`src/rtl/alu_arbiter.sv`:
```
// Round-robin arbiter and sequencer for the shared 32-bit ALU: two valid/ready
// request ports, registered ALU drive, registered result with requester ID.
module alu_arbiter #(
   parameter int unsigned DATA_W = 32,
   parameter int unsigned OP_W   = 4
) (
   input  logic              clk,
   input  logic              rst_n,
   input  logic              req0_valid,
   output logic              req0_ready,
   input  logic [DATA_W-1:0] req0_a,
   input  logic [DATA_W-1:0] req0_b,
   input  logic [OP_W-1:0]   req0_op,
   input  logic              req1_valid,
   output logic              req1_ready,
   input  logic [DATA_W-1:0] req1_a,
   input  logic [DATA_W-1:0] req1_b,
   input  logic [OP_W-1:0]   req1_op,
   output logic [DATA_W-1:0] alu_a,
   output logic [DATA_W-1:0] alu_b,
   output logic [OP_W-1:0]   alu_op,
   input  logic [DATA_W-1:0] alu_result,
   input  logic              alu_zero,
   output logic              rsp_valid,
   input  logic              rsp_ready,
   output logic              rsp_id,
   output logic [DATA_W-1:0] rsp_result,
   output logic              rsp_zero,
   output logic              rsp_err
);

   typedef enum logic [1:0] {
      IDLE = 2'd0,
      EXEC = 2'd1,
      RESP = 2'd2
   } state_t;

   state_t            state_q;
   state_t            state_d;
   logic              ptr_q;
   logic              id_q;
   logic              illegal_q;
   logic              grant0;
   logic              grant1;
   logic              grant_any;
   logic              accept_ok;
   logic [DATA_W-1:0] grant_a;
   logic [DATA_W-1:0] grant_b;
   logic [OP_W-1:0]   grant_op;

   // Implemented: AND, OR, ADD, SUB, SLTU, XOR (0000-0100, 0110)
   function automatic logic op_illegal(input logic [OP_W-1:0] op);
      return (op[3] || (op[2:0] == 3'b101) || (op[2:0] == 3'b111));
   endfunction

   assign grant_any  = grant0 || grant1;
   assign grant_a    = grant1 ? req1_a  : req0_a;
   assign grant_b    = grant1 ? req1_b  : req0_b;
   assign grant_op   = grant1 ? req1_op : req0_op;
   assign req0_ready = grant0;
   assign req1_ready = grant1;

   always_ff @(posedge clk or negedge rst_n) begin
      if (!rst_n) state_q <= IDLE;
      else        state_q <= state_d;
   end

   // Grants open in IDLE, or in RESP on the same cycle the response is taken
   always_comb begin
      state_d   = state_q;
      grant0    = 1'b0;
      grant1    = 1'b0;
      accept_ok = (state_q == IDLE) || ((state_q == RESP) && rsp_ready);
      if (accept_ok) begin
         if (req0_valid && (!req1_valid || !ptr_q)) grant0 = 1'b1;
         else if (req1_valid)                       grant1 = 1'b1;
      end
      case (state_q)
         IDLE:    if (grant0 || grant1) state_d = EXEC;
         EXEC:    state_d = RESP;
         RESP:    if (rsp_ready) state_d = (grant0 || grant1) ? EXEC : IDLE;
         default: state_d = IDLE;
      endcase
   end

   // Requester ID is held privately until EXEC so a back-to-back grant does
   // not disturb the response still on display.
   always_ff @(posedge clk or negedge rst_n) begin
      if (!rst_n) begin
         ptr_q      <= 1'b0;
         id_q       <= 1'b0;
         illegal_q  <= 1'b0;
         alu_a      <= '0;
         alu_b      <= '0;
         alu_op     <= '0;
         rsp_valid  <= 1'b0;
         rsp_id     <= 1'b0;
         rsp_result <= '0;
         rsp_zero   <= 1'b0;
         rsp_err    <= 1'b0;
      end else begin
         if (grant_any) begin
            alu_a     <= grant_a;
            alu_b     <= grant_b;
            alu_op    <= grant_op;
            id_q      <= grant1;
            illegal_q <= op_illegal(grant_op);
            ptr_q     <= ~grant1;
         end
         if (state_q == EXEC) begin
            rsp_valid  <= 1'b1;
            rsp_id     <= id_q;
            rsp_err    <= illegal_q;
            rsp_result <= illegal_q ? '0 : alu_result;
            rsp_zero   <= !illegal_q && alu_zero;
         end else if ((state_q == RESP) && rsp_ready && !grant_any) begin
            rsp_valid <= 1'b0;
         end
      end
   end

endmodule

```
`config.mk`:
```
export PLATFORM = sky130hd
export DESIGN_NAME = alu_arbiter
export DESIGN_NICKNAME = d
export VERILOG_FILES = /design/src/rtl/alu_arbiter.sv
export SDC_FILE = /design/constraint.sdc
export NUM_CORES = 1
export LEC_CHECK = 0
export CORE_UTILIZATION = 40
export CTS_BUF_LIST = sky130_fd_sc_hd__clkbuf_4 sky130_fd_sc_hd__clkbuf_8 sky130_fd_sc_hd__clkbuf_16
export DETAILED_ROUTE_END_ITERATION = 6
export PLACE_DENSITY = 0.9
export SLEW_MARGIN = 20
export SYNTH_ARGS = -nofsm -noshare
export SYNTH_HDL_FRONTEND = slang
export SYNTH_SLANG_ARGS = --single-unit
```
`constraint.sdc`:
```
create_clock -name clk -period 4.8 [get_ports clk]
set_input_delay 0.96 -clock clk [delete_from_list [all_inputs] [get_ports clk]]
set_output_delay 0.96 -clock clk [all_outputs]
set_load 0.03 [all_outputs]
```
==> flow_metrics.tcl <==
set metrics [dict create \
    status "finished, violations left" \
    violations "DRC" \
    finalMaxSlewViolations 0 \
    crit_fanout 6 \
    cts.path.max_buffers 2 \
    slowest_stage "clkdlybuf4s50_1" \
    root_buffer "clkbuf_16" \
    clk_latency_ns 0.34 \
    place.gp.congestion 0.814 \
    grt_pass1_wl_mm 21.4 \
    drt_iter0_drc 492 \
    critPathLaunchType "primary input" \
    cts_max_level 3 \
    start_util_pct 41.7 \
    clk_pin_slew_ns 0.06 \
    switching_power_mw 2.10 \
    chipWidth_um 109 \
    fp.dieH_um 109 \
    drt_wl_total_mm 14.3 \
    layout-drive-gt1-share_pct 4.30 \
    avgSynthCellArea_sq_um 11.2 \
    crit_path_frequent_cell "clkdlybuf4s50_1" \
    period_needed_ns 3.57 \
    nNetsFinal 844 \
    syn_nets 584 \
    vias 4315 \
    power.density_mw_per_mm2 657 \
    fmax_mhz 280 \
    io_buffer_count 279 \
    peakVddDrop_v 0.000434 \
    cpPeakStageDelay_ns 0.73 \
    crit_required_ns 3.84 \
    dpl.hpwl_mm 10.4 \
    area_delta_synth_final_pct 68.3 \
    dp.cells 799 \
    cts_resized 0 \
    endpoint_kind "primary output" \
    multi_input_area_sq_mm 0.00141 \
    fill_cells 796 \
    post_cts_buffers 0 \
    antenna_found_initial 0 \
    critical_path_arrival_ns 2.61 \
    syn-cell-area_sq_mm 0.00458 \
    synth.distinct_cells 29 \
    final_cell_count_no_fill 815 \
    drtPass1Iterations 7 \
    critical_path.cell_chain "clkdlybuf4s50_1 > nor2b_4 > nor4b_4 > clkdlybuf4s50_1" \
    coreArea_sq_mm 0.0110 \
    power_mw 5.06 \
    routedWlPerCell_um 17.6 \
    grt_max_degree 70 \
    rows 38 \
    p_sw_share_pct 41.6 \
    die_area_sq_mm 0.0119 \
    drc_errors 4 \
    slew_headroom_pct 43.4 \
    yosysSeqAreaShare_pct 59.6 \
    intPower_mw 2.96 \
    fin_crit_sh_pct 74.4 \
    grt_setup_unrepaired "no" \
    combPwrFrac_pct 52.5 \
    ctsHoldBuffers 0 \
    worst_pin_slew_ns 0.848 \
    grt-ovfl-total 0 \
    finalClockSkew_ns 0.00722 \
    synthCells 410 \
    diodes 0 \
    hold_violations 0 \
    cts_buffers 9 \
    path_class "in -> out" \
    p_leak_nw 3.48 \
    track_usage_pct 23.8 \
    setup_viol 0 \
    first_global_vias 4317 \
    fin_setup_tns_ns 0 \
    vias_per_cell 5.29 \
    cts_tree "done" \
    seq_area_sq_mm 0.00273 \
    io_pins 280 \
    maxCapViolCount 0 \
    postRouteAntennaNets 0 \
    pwr-share-clk_pct 15.6 \
    seqPwrFrac_pct 31.9 \
    yosysWarnings 0 \
    clock-sinks 109 \
    min_path_type "reg -> reg" \
    synth_seq_cells 109 \
]
worst max-delay path, delay by kind of cell:
| kind | cells | cell delay [ns] |
|---|---|---|
| buf+inv | 2 | 1.26 |
| simple gates | 2 | 0.39 |
cells in the final DEF (no fill, tap or decap), types with 3 or more instances in the layout:
cell type / instances
o21ai_0: 33
clkdlybuf4s50_1: 278
buf_4: 5
nand2_1: 39
clkbuf_4: 3
dfrtp_1: 109
a222oi_1: 65
nor2_1: 6
inv_1: 68
clkbuf_16: 9
nand2b_1: 34
layout make-up:
type                            instances  share of cell area [%]
Clock inverter                          4                   0.942
Clock buffer                           12                    3.21
Inverter                               68                    3.31
Multi-Input combinational cell        199                    18.3
Tap cell                              140                    2.27
Sequential cell                       109                    35.4
Timing Repair Buffer                  283                    36.6
synthesized netlist by cell type (all sizes together):
| cell type | instances | area share (%) |
|---|---|---|
| a21bo | 1 | 0.22 |
| a21o | 1 | 0.16 |
| a21oi | 2 | 0.22 |
| a221oi | 1 | 0.19 |
| a222oi | 65 | 14 |
| a22o | 1 | 0.19 |
| buf | 16 | 3.0 |
| clkbuf | 18 | 1.5 |
| dfrtp | 109 | 60 |
| inv | 68 | 5.6 |
| mux2 | 2 | 0.49 |
| mux2i | 1 | 0.22 |
| nand2 | 39 | 3.2 |
| nand2b | 35 | 4.8 |
| nand3b | 2 | 0.33 |
| nand4b | 1 | 0.19 |
| nor2 | 6 | 0.49 |
| nor2b | 2 | 0.44 |
| nor3 | 1 | 0.22 |
| nor4b | 2 | 0.71 |
| o211ai | 1 | 0.16 |
| o21a | 1 | 0.16 |
| o21ai | 34 | 3.7 |
| or3 | 1 | 0.14 |
path summary, 6_finish.rpt:
| path | startpoint | end | slack, ns | cells past startpoint |
|---|---|---|---|---|
| max | rsp_ready | req1_ready | 1.23 | 4 |
| min | alu_op[3] | alu_op[3] | 0.48 | 1 |
| max reg2reg | state_q[0] | alu_b[21] | 2.43 | 4 |
| min reg2reg | alu_op[3] | alu_op[3] | 0.48 | 1 |
| max in group asynchronous | rst_n | alu_b[31] | 3.02 | 2 |
| min in group asynchronous | rst_n | alu_b[19] | 0.71 | 1 |
state kept, by name, indices dropped and copies added (netlist names), 2 cells and up:
name        flops
alu_a          32
alu_b          32
alu_op          4
rsp_result     32
state_q         2
power by group through the flow:
stage          combinational, mW  sequential (mW)  clock (mW)
2_1_floorplan              0.818             2.33           0
5_1_grt                     2.82             1.66       0.855
3_5_place_dp                2.67             1.62           0
3_3_place_gp                2.60             1.59           0
4_1_cts                     2.68             1.61       0.812
6_report                    2.66             1.61       0.790
logic make-up after synthesis:
| kind of cell | after synthesis | synth area share (%) |
|---|---|---|
| compound gates | 107 | 19.2 |
| mux | 3 | 0.710 |
| flops | 109 | 59.6 |
| buf+inv | 102 | 10.0 |
| simple gates | 89 | 10.5 |
per-stage QoR:
step           hold slack, ns  setup slack (ns)  area [sq um]  util, %
3_5_place_dp            0.459              1.24          7380     67.2
5_1_grt                 0.502              1.19          7710     70.2
4_1_cts                 0.470              1.23          7700     70.1
6_report                0.482              1.23          7710     70.2
3_3_place_gp            0.437              1.25          7380     67.2
2_1_floorplan           0.431              1.91          4580        -
routing by layer:
layer / vias up / wire, um / share of wire (%) / track usage, %
met5: - / 0 / 0 / 0
li1: 1985 / - / - / -
met2: 230 / 7360 / 51 / 41.4
met3: 20 / 1340 / 9.3 / 7.17
met4: 0 / 274 / 1.9 / 9.75
met1: 2080 / 5360 / 37 / 27.1
Power figures use the tool's default switching activity.
